==> config.mk <==
export PLATFORM = sky130hd
export DESIGN_NAME = sample_decimator_flat
export DESIGN_NICKNAME = d
export VERILOG_FILES = /design/src/rtl/sample_decimator_if.sv /design/src/rtl/sample_decimator.sv /design/src/flat_wrapper.sv
export SDC_FILE = /design/constraint.sdc
export NUM_CORES = 1
export LEC_CHECK = 0
export ABC_AREA = 1
export CORE_MARGIN = 2
export CORE_UTILIZATION = 60
export CTS_BUF_LIST = sky130_fd_sc_hd__clkbuf_8
export CTS_CLUSTER_SIZE = 20
export DETAILED_ROUTE_END_ITERATION = 8
export GPL_TIMING_DRIVEN = 0
export PLACE_DENSITY = 0.82
export SYNTH_ARGS = -nofsm -noshare
export SYNTH_HDL_FRONTEND = slang
export SYNTH_SLANG_ARGS = --single-unit
export TNS_END_PERCENT = 1
==> constraint.sdc <==
create_clock -name clock -period 9.1 [get_ports clock]
set_input_delay 1.82 -clock clock [delete_from_list [all_inputs] [get_ports clock]]
set_output_delay 1.82 -clock clock [all_outputs]
set_load 0.02 [all_outputs]
==> src/rtl/sample_decimator_if.sv <==
// Sample stream between source mux, decimator and packer: control, input strobe/sample, output strobe/mean.
// No backpressure on either side; io_out_valid is a one-cycle pulse.
interface sample_decimator_if #(
    parameter int WIDTH = 12
);
    logic             io_enable;
    logic [3:0]       io_log2_ratio;
    logic             io_in_valid;
    logic [WIDTH-1:0] io_in_bits;
    logic             io_out_valid;
    logic [WIDTH-1:0] io_out_bits;

    modport master (
        output io_enable,
        output io_log2_ratio,
        output io_in_valid,
        output io_in_bits,
        input  io_out_valid,
        input  io_out_bits
    );

    modport slave (
        input  io_enable,
        input  io_log2_ratio,
        input  io_in_valid,
        input  io_in_bits,
        output io_out_valid,
        output io_out_bits
    );
endinterface

==> src/rtl/sample_decimator.sv <==
// Boxcar decimator: mean of 2^k samples, 1-cycle latency after the final sample, no backpressure.
// DECIM_ROUND_EN selects round-half-up; the default build truncates.
module sample_decimator #(
    parameter int WIDTH    = 12,
    parameter int MAX_LOG2 = 8
) (
    input  logic                 clock,
    input  logic                 reset,
    sample_decimator_if.slave    bus
);
    localparam int         ACC_W = WIDTH + MAX_LOG2;
    localparam logic [3:0] K_MAX = 4'(MAX_LOG2);

    logic [ACC_W-1:0]    r_acc;
    logic [MAX_LOG2-1:0] r_cnt;
    logic [3:0]          r_k_act;
    logic                r_out_vld;
    logic [WIDTH-1:0]    r_out_bits;

    logic                w_accept;
    logic [3:0]          w_k_clamp;
    logic [3:0]          w_k_eff;
    logic [MAX_LOG2:0]   w_last_cnt;
    logic                w_last;
    logic [ACC_W-1:0]    w_sum;
    logic [ACC_W-1:0]    w_sum_q;
    logic [WIDTH-1:0]    w_mean;

    assign w_accept  = bus.io_in_valid & bus.io_enable;
    assign w_k_clamp = (bus.io_log2_ratio > K_MAX) ? K_MAX : bus.io_log2_ratio;

    // The first sample of a block already uses the ratio it latches.
    assign w_k_eff    = (r_cnt == '0) ? w_k_clamp : r_k_act;
    assign w_last_cnt = ((MAX_LOG2+1)'(1) << w_k_eff) - (MAX_LOG2+1)'(1);
    assign w_last     = ({1'b0, r_cnt} == w_last_cnt);

    assign w_sum = r_acc + ACC_W'(bus.io_in_bits);

`ifdef DECIM_ROUND_EN
    logic [ACC_W-1:0] w_half;
    assign w_half  = (w_k_eff == 4'd0) ? '0 : (ACC_W'(1) << (w_k_eff - 4'd1));
    assign w_sum_q = w_sum + w_half;
`else
    assign w_sum_q = w_sum;
`endif

    assign w_mean = WIDTH'(w_sum_q >> w_k_eff);

    always_ff @(posedge clock) begin
        if (reset) begin
            r_acc      <= '0;
            r_cnt      <= '0;
            r_k_act    <= '0;
            r_out_vld  <= 1'b0;
            r_out_bits <= '0;
        end else if (!bus.io_enable) begin
            r_acc     <= '0;
            r_cnt     <= '0;
            r_out_vld <= 1'b0;
        end else begin
            r_out_vld <= w_accept & w_last;
            if (w_accept) begin
                if (r_cnt == '0) begin
                    r_k_act <= w_k_clamp;
                end
                if (w_last) begin
                    r_out_bits <= w_mean;
                    r_acc      <= '0;
                    r_cnt      <= '0;
                end else begin
                    r_acc <= w_sum;
                    r_cnt <= r_cnt + MAX_LOG2'(1);
                end
            end
        end
    end

    assign bus.io_out_valid = r_out_vld;
    assign bus.io_out_bits  = r_out_bits;
endmodule

==> src/flat_wrapper.sv <==
// flat-port wrapper written by rule: the top's interface ports become plain ports
module sample_decimator_flat 
#(
    parameter int WIDTH    = 12,
    parameter int MAX_LOG2 = 8
)
  (clock, reset, bus_io_enable, bus_io_log2_ratio, bus_io_in_valid, bus_io_in_bits, bus_io_out_valid, bus_io_out_bits);
  sample_decimator_if #(.WIDTH(WIDTH)) bus_i ();
  input  logic clock;
  input  logic reset;
  input wire logic [$bits(bus_i.io_enable)-1:0] bus_io_enable;
  input wire logic [$bits(bus_i.io_log2_ratio)-1:0] bus_io_log2_ratio;
  input wire logic [$bits(bus_i.io_in_valid)-1:0] bus_io_in_valid;
  input wire logic [$bits(bus_i.io_in_bits)-1:0] bus_io_in_bits;
  output wire logic [$bits(bus_i.io_out_valid)-1:0] bus_io_out_valid;
  output wire logic [$bits(bus_i.io_out_bits)-1:0] bus_io_out_bits;
  assign bus_i.io_enable = bus_io_enable;
  assign bus_i.io_log2_ratio = bus_io_log2_ratio;
  assign bus_i.io_in_valid = bus_io_in_valid;
  assign bus_i.io_in_bits = bus_io_in_bits;
  assign bus_io_out_valid = bus_i.io_out_valid;
  assign bus_io_out_bits = bus_i.io_out_bits;
  sample_decimator #(.WIDTH(WIDTH), .MAX_LOG2(MAX_LOG2)) u_core (.clock(clock), .reset(reset), .bus(bus_i));
endmodule
# == Word level (Yosys, flattened, before mapping) ==
# Cells that the tools add are included.
# classes
n_eq_ne,1
reduce_logical,4
n_bitwise,3
n_shift,2
mux,4
magnitude_cmp,1
addsub,3
# op_table
operator,n
20-bit by 12-bit adder with 20-bit output,1
20-bit two-way mux,1
20-bit by 4-bit right shift with 12-bit output,1
8-bit by 9-bit equality test with 1-bit output,1
1-bit by 4-bit left shift with 9-bit output (first input constant),1
9-bit by 2-bit subtractor with 9-bit output (second input constant),1
8-bit by 1-bit adder with 8-bit output (second input constant),1
8-bit zero test,1
4-bit two-way mux,2
8-bit two-way mux,1
4-bit greater-than comparator (second input constant),1
3-bit AND reduction,1
1-bit bitwise AND,2
2-bit AND reduction,1
2-bit OR reduction,1
1-bit NOT,1
# word_totals
wordCells,23
ff_bits,45
output_inout_bits,13
in_bits,20

# == Logic depth before layout (Yosys ltp) ==
# Gate-level depths: netlist of the first run.
# depth
ltp_word,7
mapped_depth,24

# == Worst setup path after synthesis of the first run ==
# OpenSTA, ideal clock, no wires.
# synth_path
path_kind,input to register
from,input bus_io_log2_ratio[2]
to,register u_core.r_out_bits[10] (netlist: u_core.bus.io_out_bits[10])
setup_ps,112
path_slack_ps,5105
cell_stages,19
t_arrival_ps,3884
n_path_buf,2
t_required_ps,8988
cell_sequence,inv_1 > nor2_1 > nand3_1 > nand2_4 > buf_8 > nor2_4 > buf_4 > nand2_1 > ha_1 > xor2_1 > nand2_1 > nor2_1 > nand3_1 > nor2_1 > nand3_2 > nor2_1 > nand3_1 > nor2_1 > nor2_1
# synth_between
elab_chain_len,7
elab_cells_between_ends,8
cone_classes,add/sub: 1; order compare: 1; eq/ne: 1; shift: 2; mux: 2; reduce/logical: 1
# synth_rtl
element,line,rtl
"start, declared",flat_wrapper.sv:12,input wire logic [$bits(bus_i.io_log2_ratio)-1:0] bus_io_log2_ratio;
4-bit greater-than comparator,sample_decimator.sv:30,assign w_k_clamp = (bus.io_log2_ratio > K_MAX) ? K_MAX : bus.io_log2_ratio;
4-bit two-way mux (*),sample_decimator.sv:30,
4-bit two-way mux (*),n/a,
1-bit by 4-bit left shift with 9-bit output,sample_decimator.sv:34,assign w_last_cnt = ((MAX_LOG2+1)'(1) << w_k_eff) - (MAX_LOG2+1)'(1);
9-bit by 2-bit subtractor with 9-bit output,sample_decimator.sv:34,
8-bit by 9-bit equality test with 1-bit output,sample_decimator.sv:35,"assign w_last = ({1'b0, r_cnt} == w_last_cnt);"
3-bit AND reduction (no line),n/a,
"end signal, assigned",sample_decimator.sv:67,r_out_bits <= w_mean;
"end, declared",sample_decimator.sv:18,logic [WIDTH-1:0] r_out_bits;
# Mark *: on every way between the ends. The rest lies on a longest branch, timed or not.
# A chain may end at the register's enable or synchronous reset.

# == Final worst setup path of the first run ==
# layout_path
from,input bus_io_log2_ratio[0]
to,register u_core.r_out_bits[11] (netlist: u_core.bus.io_out_bits[11])
# Same word-level chain as after synthesis.

==> reports/results.txt, run 1 <==
Status - completed
Skew-Pair Late Insertion Delay - 300 ps
Pwr Density - 108 mW/mm^2
Worst R2R Start - u_core.r_cnt[0]
Unrepaired setup endpoints after global routing - no
Number of H-tree levels - 2
Total clock sinks - 45
Peak VDD IR - 0.0000682 V
Post-synth EDFFs - 0
Post-CTS Hold Buffers - 0
Util after Layout - 0.697
Largest area contributor in the netlist - nand2_1
WL/cell - 14.1 microns
# DRC - 0
Minimum clock period - 4820 ps
Synth Cell Area - 0.00417 sq mm
Largest net degree at the start of global routing - 15
Number of global-route vias before repair - 4264
Crit path to - u_core.bus.io_out_bits[11]
Sequential area share after synthesis - 0.216
Count leader, synth - nand2_1
Class of the most critical setup path - input pin to flip-flop
Slew Limit Fails - 0
Pre-Repair DR Iteration Count - 6
Final ANT Viol Nets - 0
Relative max-transition margin - 0.551
Via/cell ratio - 5.55
Global-route wire length before repair - 19700 microns
Worst slew pin tran - 674 ps
Post-Route WL - 11900 microns
DRT iter0 DRCs - 328
Max cap viols - 0
Post-CTS sizing - 0
Worst Path Required - 9300 ps
Initial core utilization - 0.617
Routed vias - 4684
Register bit count reported by yosys - 45
Primary FF master, synth - dfxtp_1
Max Fclk - 208 MHz
GRT Util Overall - 0.326
Area growth syn-to-layout - 13.0%
Postcts setup bufs - 0
Tot Pwr - 508 uW
Skew final - 9.00 ps
Ratio of cells with drive above 1 in the final layout - 0.0825
CP Capture Type - flip-flop
Critical Path Start - bus_io_log2_ratio[0]
CTS root buf - clkbuf_8
Die ar. - 0.00763 sq mm
Worst-case clock buffer depth - 2
Diode count - 0
Inserted Clock Buffers - 5
FF-to-FF path depth - 20
Static leakage - 0.00231 uW
I/O pin cnt - 33
Clock slew at reported path FFs - 90 ps
Final period util - 0.529
Flop2flop setup slack - 5390 ps
Syn_nets - 760
Gp weighted congestion - 0.960
HP Class - flip-flop to flip-flop
Setup total negative slack - 0 ps
Syn avg cell area - 5.76 sq um
Initial antenna violation count - 0
PortBufs - 32
Synth top area share - 0.217
Cells after Synth - 724
Die width - 87.4 microns
CP max FO - 10
Synth Warn # - 0
Async set-reset flop share out of synthesis - 0
Core box area - 0.00676 sq mm
NumNets Final - 799
Std-Cell Rows - 30
Global route overflow - 0
DP HPWL - 9630 microns
Final Hold Vio Count - 0
Commonest cells post-synth - nand2_1 (241), nand3_1 (112), inv_1 (77), nor2_1 (76), dfxtp_1 (45)
Die Span Y - 87.4 microns
CP Data Arrival Time - 5020 ps
Element type at the critical path start - input pin
Unique cell type count in the Yosys netlist - 35
Setup violations, final - 0
Leading post-synthesis cells by cell area - nand2_1 (22%), dfxtp_1 (22%), nand3_1 (13%)
CTS tree - done
Worst R2R End - u_core.bus.io_out_bits[11]
[registers in the layout (all words and copies together), names as in the netlist]
signal                   count
u_core.r_acc                20
u_core.bus.io_out_bits      12
u_core.r_k_act               4
u_core.r_cnt                 8
u_core.bus.io_out_valid      1
[where the power goes]
group | total, uW | internal, uW | switching, uW
Sequential | 201 | 199 | 1.71
Combinational | 145 | 49.9 | 95.1
Clock | 162 | 89.4 | 73.0
Total | 508 | 339 | 170
[worst max-delay path, cell delays in order]
cell and delay, ps:
clkdlybuf4s50_1 460, inv_1 40, nor2_1 70, nand2_1 70, nand2_2 190, clkinv_1 300, nor2_1 270, nand2_1 150
ha_1 310, xor2_1 210, nand2_1 80, nor2_1 80, nand3_1 70, nor2_1 130, nand3_2 110, nor2_1 320
nand3_1 120, nor2_1 160, nor2_1 50
[cell usage in the layout, fill, tap and decap left out, drive strengths merged]
cell type,instances
a22oi,1
buf,13
clkdlybuf4s50,32
dfxtp,45
nand3b,3
o21ai,12
xor2,10
bufinv,1
clkinv,3
nand3,117
mux2i,1
nor3,6
inv,88
nor4,2
clkbuf,15
nand4,6
a21oi,37
nand2,260
fa,1
o211ai,7
nor2,84
ha,15
or2,1
clkinvlp,1
xnor2,3
[through the flow]
stage | instances | hold WS (ps) | setup WS, ps | instance area, sq um
after global routing | 844 | 487 | 4010 | 4710
after floorplan | 724 | 449 | 5100 | 4170
after detailed placement | 836 | 462 | 4030 | 4590
after CTS | 844 | 476 | 4350 | 4710
final | 844 | 478 | 4280 | 4710
after global placement | 836 | 455 | 4090 | 4590
[layer usage]
layer  share of wire  global-route usage
met5               0                   0
met4           0.015              0.0867
met3           0.072              0.0550
met2            0.44               0.514
met1            0.47               0.458
[worst min-delay path by stage]
stage	slack [ps]	end	cells after the start	start
after floorplan	450	u_core.r_acc[0]	2	u_core.r_acc[0]
after global placement	460	u_core.r_acc[2]	2	u_core.r_acc[2]
after detailed placement	460	u_core.r_acc[0]	2	u_core.r_acc[0]
after CTS	480	u_core.r_acc[0]	2	u_core.r_acc[0]
after global routing	490	u_core.r_acc[5]	2	u_core.r_acc[5]
final	480	u_core.r_acc[5]	2	u_core.r_acc[5]
[layout make-up]
type	count	area, sq um
fillers	645	2050
plain buffers	22	133
repair buffers	32	320
clock inverters	2	37.5
multi-input cells	566	2790
clock buffers	6	82.6
flip-flops and latches	45	901
well taps	80	100
inverters	91	343
[logic make-up after synthesis]
| family | after synthesis | share of synthesized area |
|---|---|---|
| mux | 1 | 0.00240 |
| compound gates | 57 | 0.0732 |
| simple gates | 479 | 0.517 |
| xor+xnor | 13 | 0.0273 |
| buf+inv | 113 | 0.114 |
| fa+ha+maj | 16 | 0.0498 |
| flops | 45 | 0.216 |
No activity file was read; power rests on OpenSTA's default activity.
==> inputs of run 2 (changes only) <==
==> constraint.sdc (replaced) <==
create_clock -name clock -period 4.6 [get_ports clock]
set_input_delay 0.92 -clock clock [delete_from_list [all_inputs] [get_ports clock]]
set_output_delay 0.92 -clock clock [all_outputs]
set_load 0.02 [all_outputs]
==> results of run 2 <==
The final DEF is identical to that of run 1. Status: completed.
Among the figures that moved: setup slack after placement 4030 ps -> 428 ps; setup slack after layout 4280 ps -> 684 ps; register-to-register setup slack 5390 ps -> 890 ps; total power 508 uW -> 1010 uW; worst IR drop on VDD 0.0000682 V -> 0.000135 V
==> edit 1: new RTL, config.mk and constraints of run 2 <==
Add a define of `DECIM_ROUND_EN`.
--- a/src/rtl/sample_decimator.sv
+++ b/src/rtl/sample_decimator.sv
@@ -1,5 +1,7 @@
 // Boxcar decimator: mean of 2^k samples, 1-cycle latency after the final sample, no backpressure.
 // DECIM_ROUND_EN selects round-half-up; the default build truncates.
+`define DECIM_ROUND_EN
+
 module sample_decimator #(
     parameter int WIDTH    = 12,
     parameter int MAX_LOG2 = 8
Function: changed (Yosys sat finds a counterexample within 4 cycles, from zero or initial values and one cycle with reset high).
==> edit 1 against run 2 <==
  * Sequential cell count unchanged
  * Fmax fell by 9.4%
  * Count of clock-buffer cells in the layout is 1 lower
  * Sequential share of layout area fell by 3.1 points
  * Routed wire length rose by 13%
  * Area after synthesis up 20%
  * Power is 2.3% higher
  * Critical endpoint is now u_core.bus.io_out_bits[6]$_SDFFE_PP0P_
  * Worst setup slack worse by 0.40 ns
  * Clock power down 25%
  * Core utilization fell by 0.72 points
  * Cell area is 19% higher
  * First-iteration DRC count rose by 8.5%
==> edit 1: results (changes against run 2) <==
** Global route
- The met2 demand-to-capacity share in global routing came to 52.9% (+1.5 points).
- Largest net degree at the start of global routing :: 13 (-2)
- The global-route wire length before repair came to 22,200 um (+13%).
- The global router's overall resource usage is 30.6% (-1.9 points).
- The routing usage on met3 is 3.64% (-1.9 points).

** Power and ir drop
- The sequential cell fraction of total power came to 38.7% (-0.9 points).
- The clock network power is 241 uW (-25%).
- IR drop worst, VDD :: 0.131 mV (-3.2%)
- Power consumption :: 1030 uW (+2.3%)
- P_leak :: 0.00284 uW (+23%)
- Net switching power of the design :: 399 uW (+19%)

** Setup path
- Largest incremental delay on the critical path :: 0.40 ns (-0.06 ns)
- Maximum fanout encountered on the critical timing path :: 5 (-5)
- Worst reg2reg endpoint :: u_core.bus.io_out_bits[6]$_SDFFE_PP0P_
- Setup slack of the most critical reg-to-reg path :: 0.57 ns (-0.32 ns)
- The path depth of the worst reg2reg path came to 27 (+35%).
- The arrival time of the worst setup path came to 4.53 ns (+0.41 ns).

** Cells and area
- The number of nets in the layout was 928 (+16%).
- The final-layout fill cell count was 774 (+20%).

** Placement
- The post-placement setup slack was -0.167 ns (-0.595 ns).
- Detailed placement HPWL :: 11,000 um (+14%)

** Outcome
- Run status :: finished clean

** Timing
- Final WS setup :: 0.279 ns (-0.405 ns)
- Setup skew after layout :: 0.00925 ns (+0.000252 ns)

** Synth
- After synthesis, the cell types taking the most area are sky130_fd_sc_hd__nand2_1 (20%), sky130_fd_sc_hd__dfxtp_1 (18%), sky130_fd_sc_hd__nand3_1 (11%).
- Synthesized instance count :: 834 (+15%)

** Route
- The via count was 5,505 (+18%).
edit 1: cell families after synthesis:
| group | synth area share (%) |
|---|---|
| compound gates | 12.4 |
| simple gates | 46.8 |
| flops | 18.0 |
| buf+inv | 10.1 |
| other cells | 0.0749 |
| fa+ha+maj | 8.55 |
| xor+xnor | 4.20 |
edit 1: area by class of cell:
type                       instances  area, um2  share of cell area (%)
multi-input combinational        670       3660                    65.2
sequential                        45        901                    16.0
inverter                         100        378                    6.73
timing repair buffer              34        335                    5.97
tap                              105        131                    2.34
buffer                            19        128                    2.27
clock buffer                       5       68.8                    1.23
clock inverter                     3       11.3                   0.201
edit 1: timing repair:
action                                  in CTS  in global routing
gates resized for setup                      0                 17
setup buffers                                0                  2
endpoints found under the setup margin       0                 12
edit 1: metal layers:
layer  vias up  routed length, um
li1       2790                  -
met1      2489               5940
met2       198               6450
met3        28                817
met4         0                323
met5         -                  0
==> edit 2: new RTL, flow settings as in run 2 <==
Made on the original files. Make the reset (`reset`) asynchronous in one clocked block.
--- a/src/rtl/sample_decimator.sv
+++ b/src/rtl/sample_decimator.sv
@@ -46,7 +46,7 @@
 
     assign w_mean = WIDTH'(w_sum_q >> w_k_eff);
 
-    always_ff @(posedge clock) begin
+    always_ff @(posedge clock or posedge reset) begin
         if (reset) begin
             r_acc      <= '0;
             r_cnt      <= '0;
Behaviour: differs if reset is asserted again (counterexample within 4 cycles, from zero or initial values and one cycle with reset high); with reset held inactive, the same outputs for 4 cycles.
==> edit 2 against run 2 <==
  * Count of clock-buffer cells in the layout shrank 1
  * Cell area grew 4.3%
  * Critical path depth increased by 1
  * Clock skew up 0.0064 ns
  * Sequential cell count unchanged
  * Area after synthesis grew 4.7%
  * Routed wire length rose by 2.1%
  * Worst setup slack gained 0.035 ns
  * Non-clock buffer count grew 2
Power is not compared: it rests on default switching activity, and its combinational part moved more than twofold at a synthesized area within 25%.
==> edit 2: results (changes against run 2) <==
** Outcome
- The run finished with clean final reports.

** Setup path
- The delay of the slowest cell on the worst path was 0.44 ns (-0.02 ns).
- Arr. time, crit path :: 4.03 ns (-0.09 ns)
- For this design, the slowest cell found on the critical path is sky130_fd_sc_hd__clkdlybuf4s50_1.
- Maximum fanout encountered on the critical timing path :: 9 (-1)

** Cells and area
- Inverters excl. clock :: 102 (+12%)
- Non-clock buffer share :: 10.3% (+0.67 points)
- Clock buffer instance count of the final layout :: 5 (-1)
- FILL cells :: 669 (+3.7%)
- Share of cell area taken by multi-input logic gates :: 54.6% (-4.7 points)
- The register area came to 1130 um2 (+25%).
- Fraction of final layout cells with drive strength greater than 1 :: 8.24% (about the same)
- The number of nets in the layout is 787 (-1.5%).
- Number of buffers other than clock buffers in the final layout :: 56 (+3.7%)
- Final-layout clock-cell area share :: 1.68% (-0.87 points)
- Multi-input combinational gate total :: 541 (-4.4%)

** Synth
- Share of the yosys chip area belonging to registers :: 25.8% (+4.2 points)
- Most frequent cells after synthesis :: sky130_fd_sc_hd__nand2_1 (222), sky130_fd_sc_hd__nand3_1 (146), sky130_fd_sc_hd__inv_1 (91)
- Dominant cells by area after synthesis :: sky130_fd_sc_hd__dfrtp_1 (26%), sky130_fd_sc_hd__nand2_1 (19%), sky130_fd_sc_hd__nand3_1 (17%)
- The net count of the mapped netlist is 747 (-1.7%).
- The share of async-settable or async-resettable flops after synthesis is 100% (+100 points).
- The number of library cell types mapped by synthesis was 39 (+11%).

** Timing
- The largest clock skew in the final design was 0.0154 ns (+0.00645 ns).
- The slew at the pin closest to its max-slew limit came to 0.657 ns (-0.0168 ns).

** Global route
- The met2 demand-to-capacity share in global routing was 54.3% (+2.8 points).
- Number of antenna violations at the first check in global routing :: 0 (unchanged)
- The fraction of met1 tracks used by global routing is 45.1% (-0.70 points).
- Via count of the first global-routing pass :: 4,396 (+3.1%)
- Met3 routing resource usage after global routing :: 3.88% (-1.6 points)
- Largest net degree at the start of global routing :: 27 (+12)
- First-pass GRT wire length :: 20,400 um (+3.6%)
- Combined global-route utilization of all metal layers :: 32.8% (+0.18 points)

** Clocking
- The cell sitting at the root of the clock tree is a sky130_fd_sc_hd__clkbuf_8.
- The depth of the CTS H-tree was 2 (unchanged).

** Placement
- The detailed placer's ending HPWL came to 9700 um (+0.74%).
- The final RePlAce weighted congestion came to 0.940 (-2.0%).

** Route
- The average wire length per cell after detail routing came to 14.3 um (+1.3%).
- The via count is 4,751 (+1.4%).
- Drt first-iter violations :: 385 (+17%)
edit 2: metrics by stage:
step | power (uW) | instance area (um2) | util, % | std cells | setup slack [ns]
2_1_floorplan | 1010 | 4370 | - | 711 | 1.49
3_3_place_gp | 1170 | 4810 | 67.4 | 842 | 0.632
3_5_place_dp | 1190 | 4830 | 67.7 | 843 | 0.555
4_1_cts | 1430 | 4910 | 68.9 | 851 | 0.846
5_1_grt | 1570 | 4910 | 68.9 | 851 | 0.542
6_report | 1440 | 4910 | 68.9 | 851 | 0.718
edit 2: cell families after synthesis:
family	share of synthesized area, %
DFF	25.8
buffers and inverters	12.7
AOI/OAI and AO/OA	6.16
adders and majority gates	4.76
xor gates and xnor gates	2.01
muxes	0.229
and+or+nand+nor	48.3
edit 2: routing by layer:
layer | routed length (um) | up-vias
li1 | - | 2361
met1 | 5530 | 2180
met2 | 5700 | 186
met3 | 704 | 24
met4 | 266 | 0
met5 | 0 | -
edit 2: final timing paths:
kind / startpoint / endpoint / slack, ns / cells after the start
max in group asynchronous: reset / u_core.r_acc[9]$_DFFE_PP0P_ / 3.14 / 3
hold reg to reg: u_core.r_acc[6]$_DFFE_PP0P_ / u_core.r_acc[6]$_DFFE_PP0P_ / 0.53 / 2
hold / removal: u_core.r_acc[6]$_DFFE_PP0P_ / u_core.r_acc[6]$_DFFE_PP0P_ / 0.53 / 2
setup reg to reg: u_core.r_cnt[0]$_DFFE_PP0P_ / u_core.r_cnt[7]$_DFFE_PP0P_ / 0.91 / 21
min in group asynchronous: reset / u_core.r_k_act[1]$_DFFE_PP0P_ / 0.96 / 2
setup / recovery: bus_io_log2_ratio[0] / u_core.r_cnt[7]$_DFFE_PP0P_ / 0.72 / 20
edit 2: power by group:
part	internal, uW	total, uW	switching, uW
Combinational	259	759	500
Clock	104	245	141
Sequential	422	441	19.1
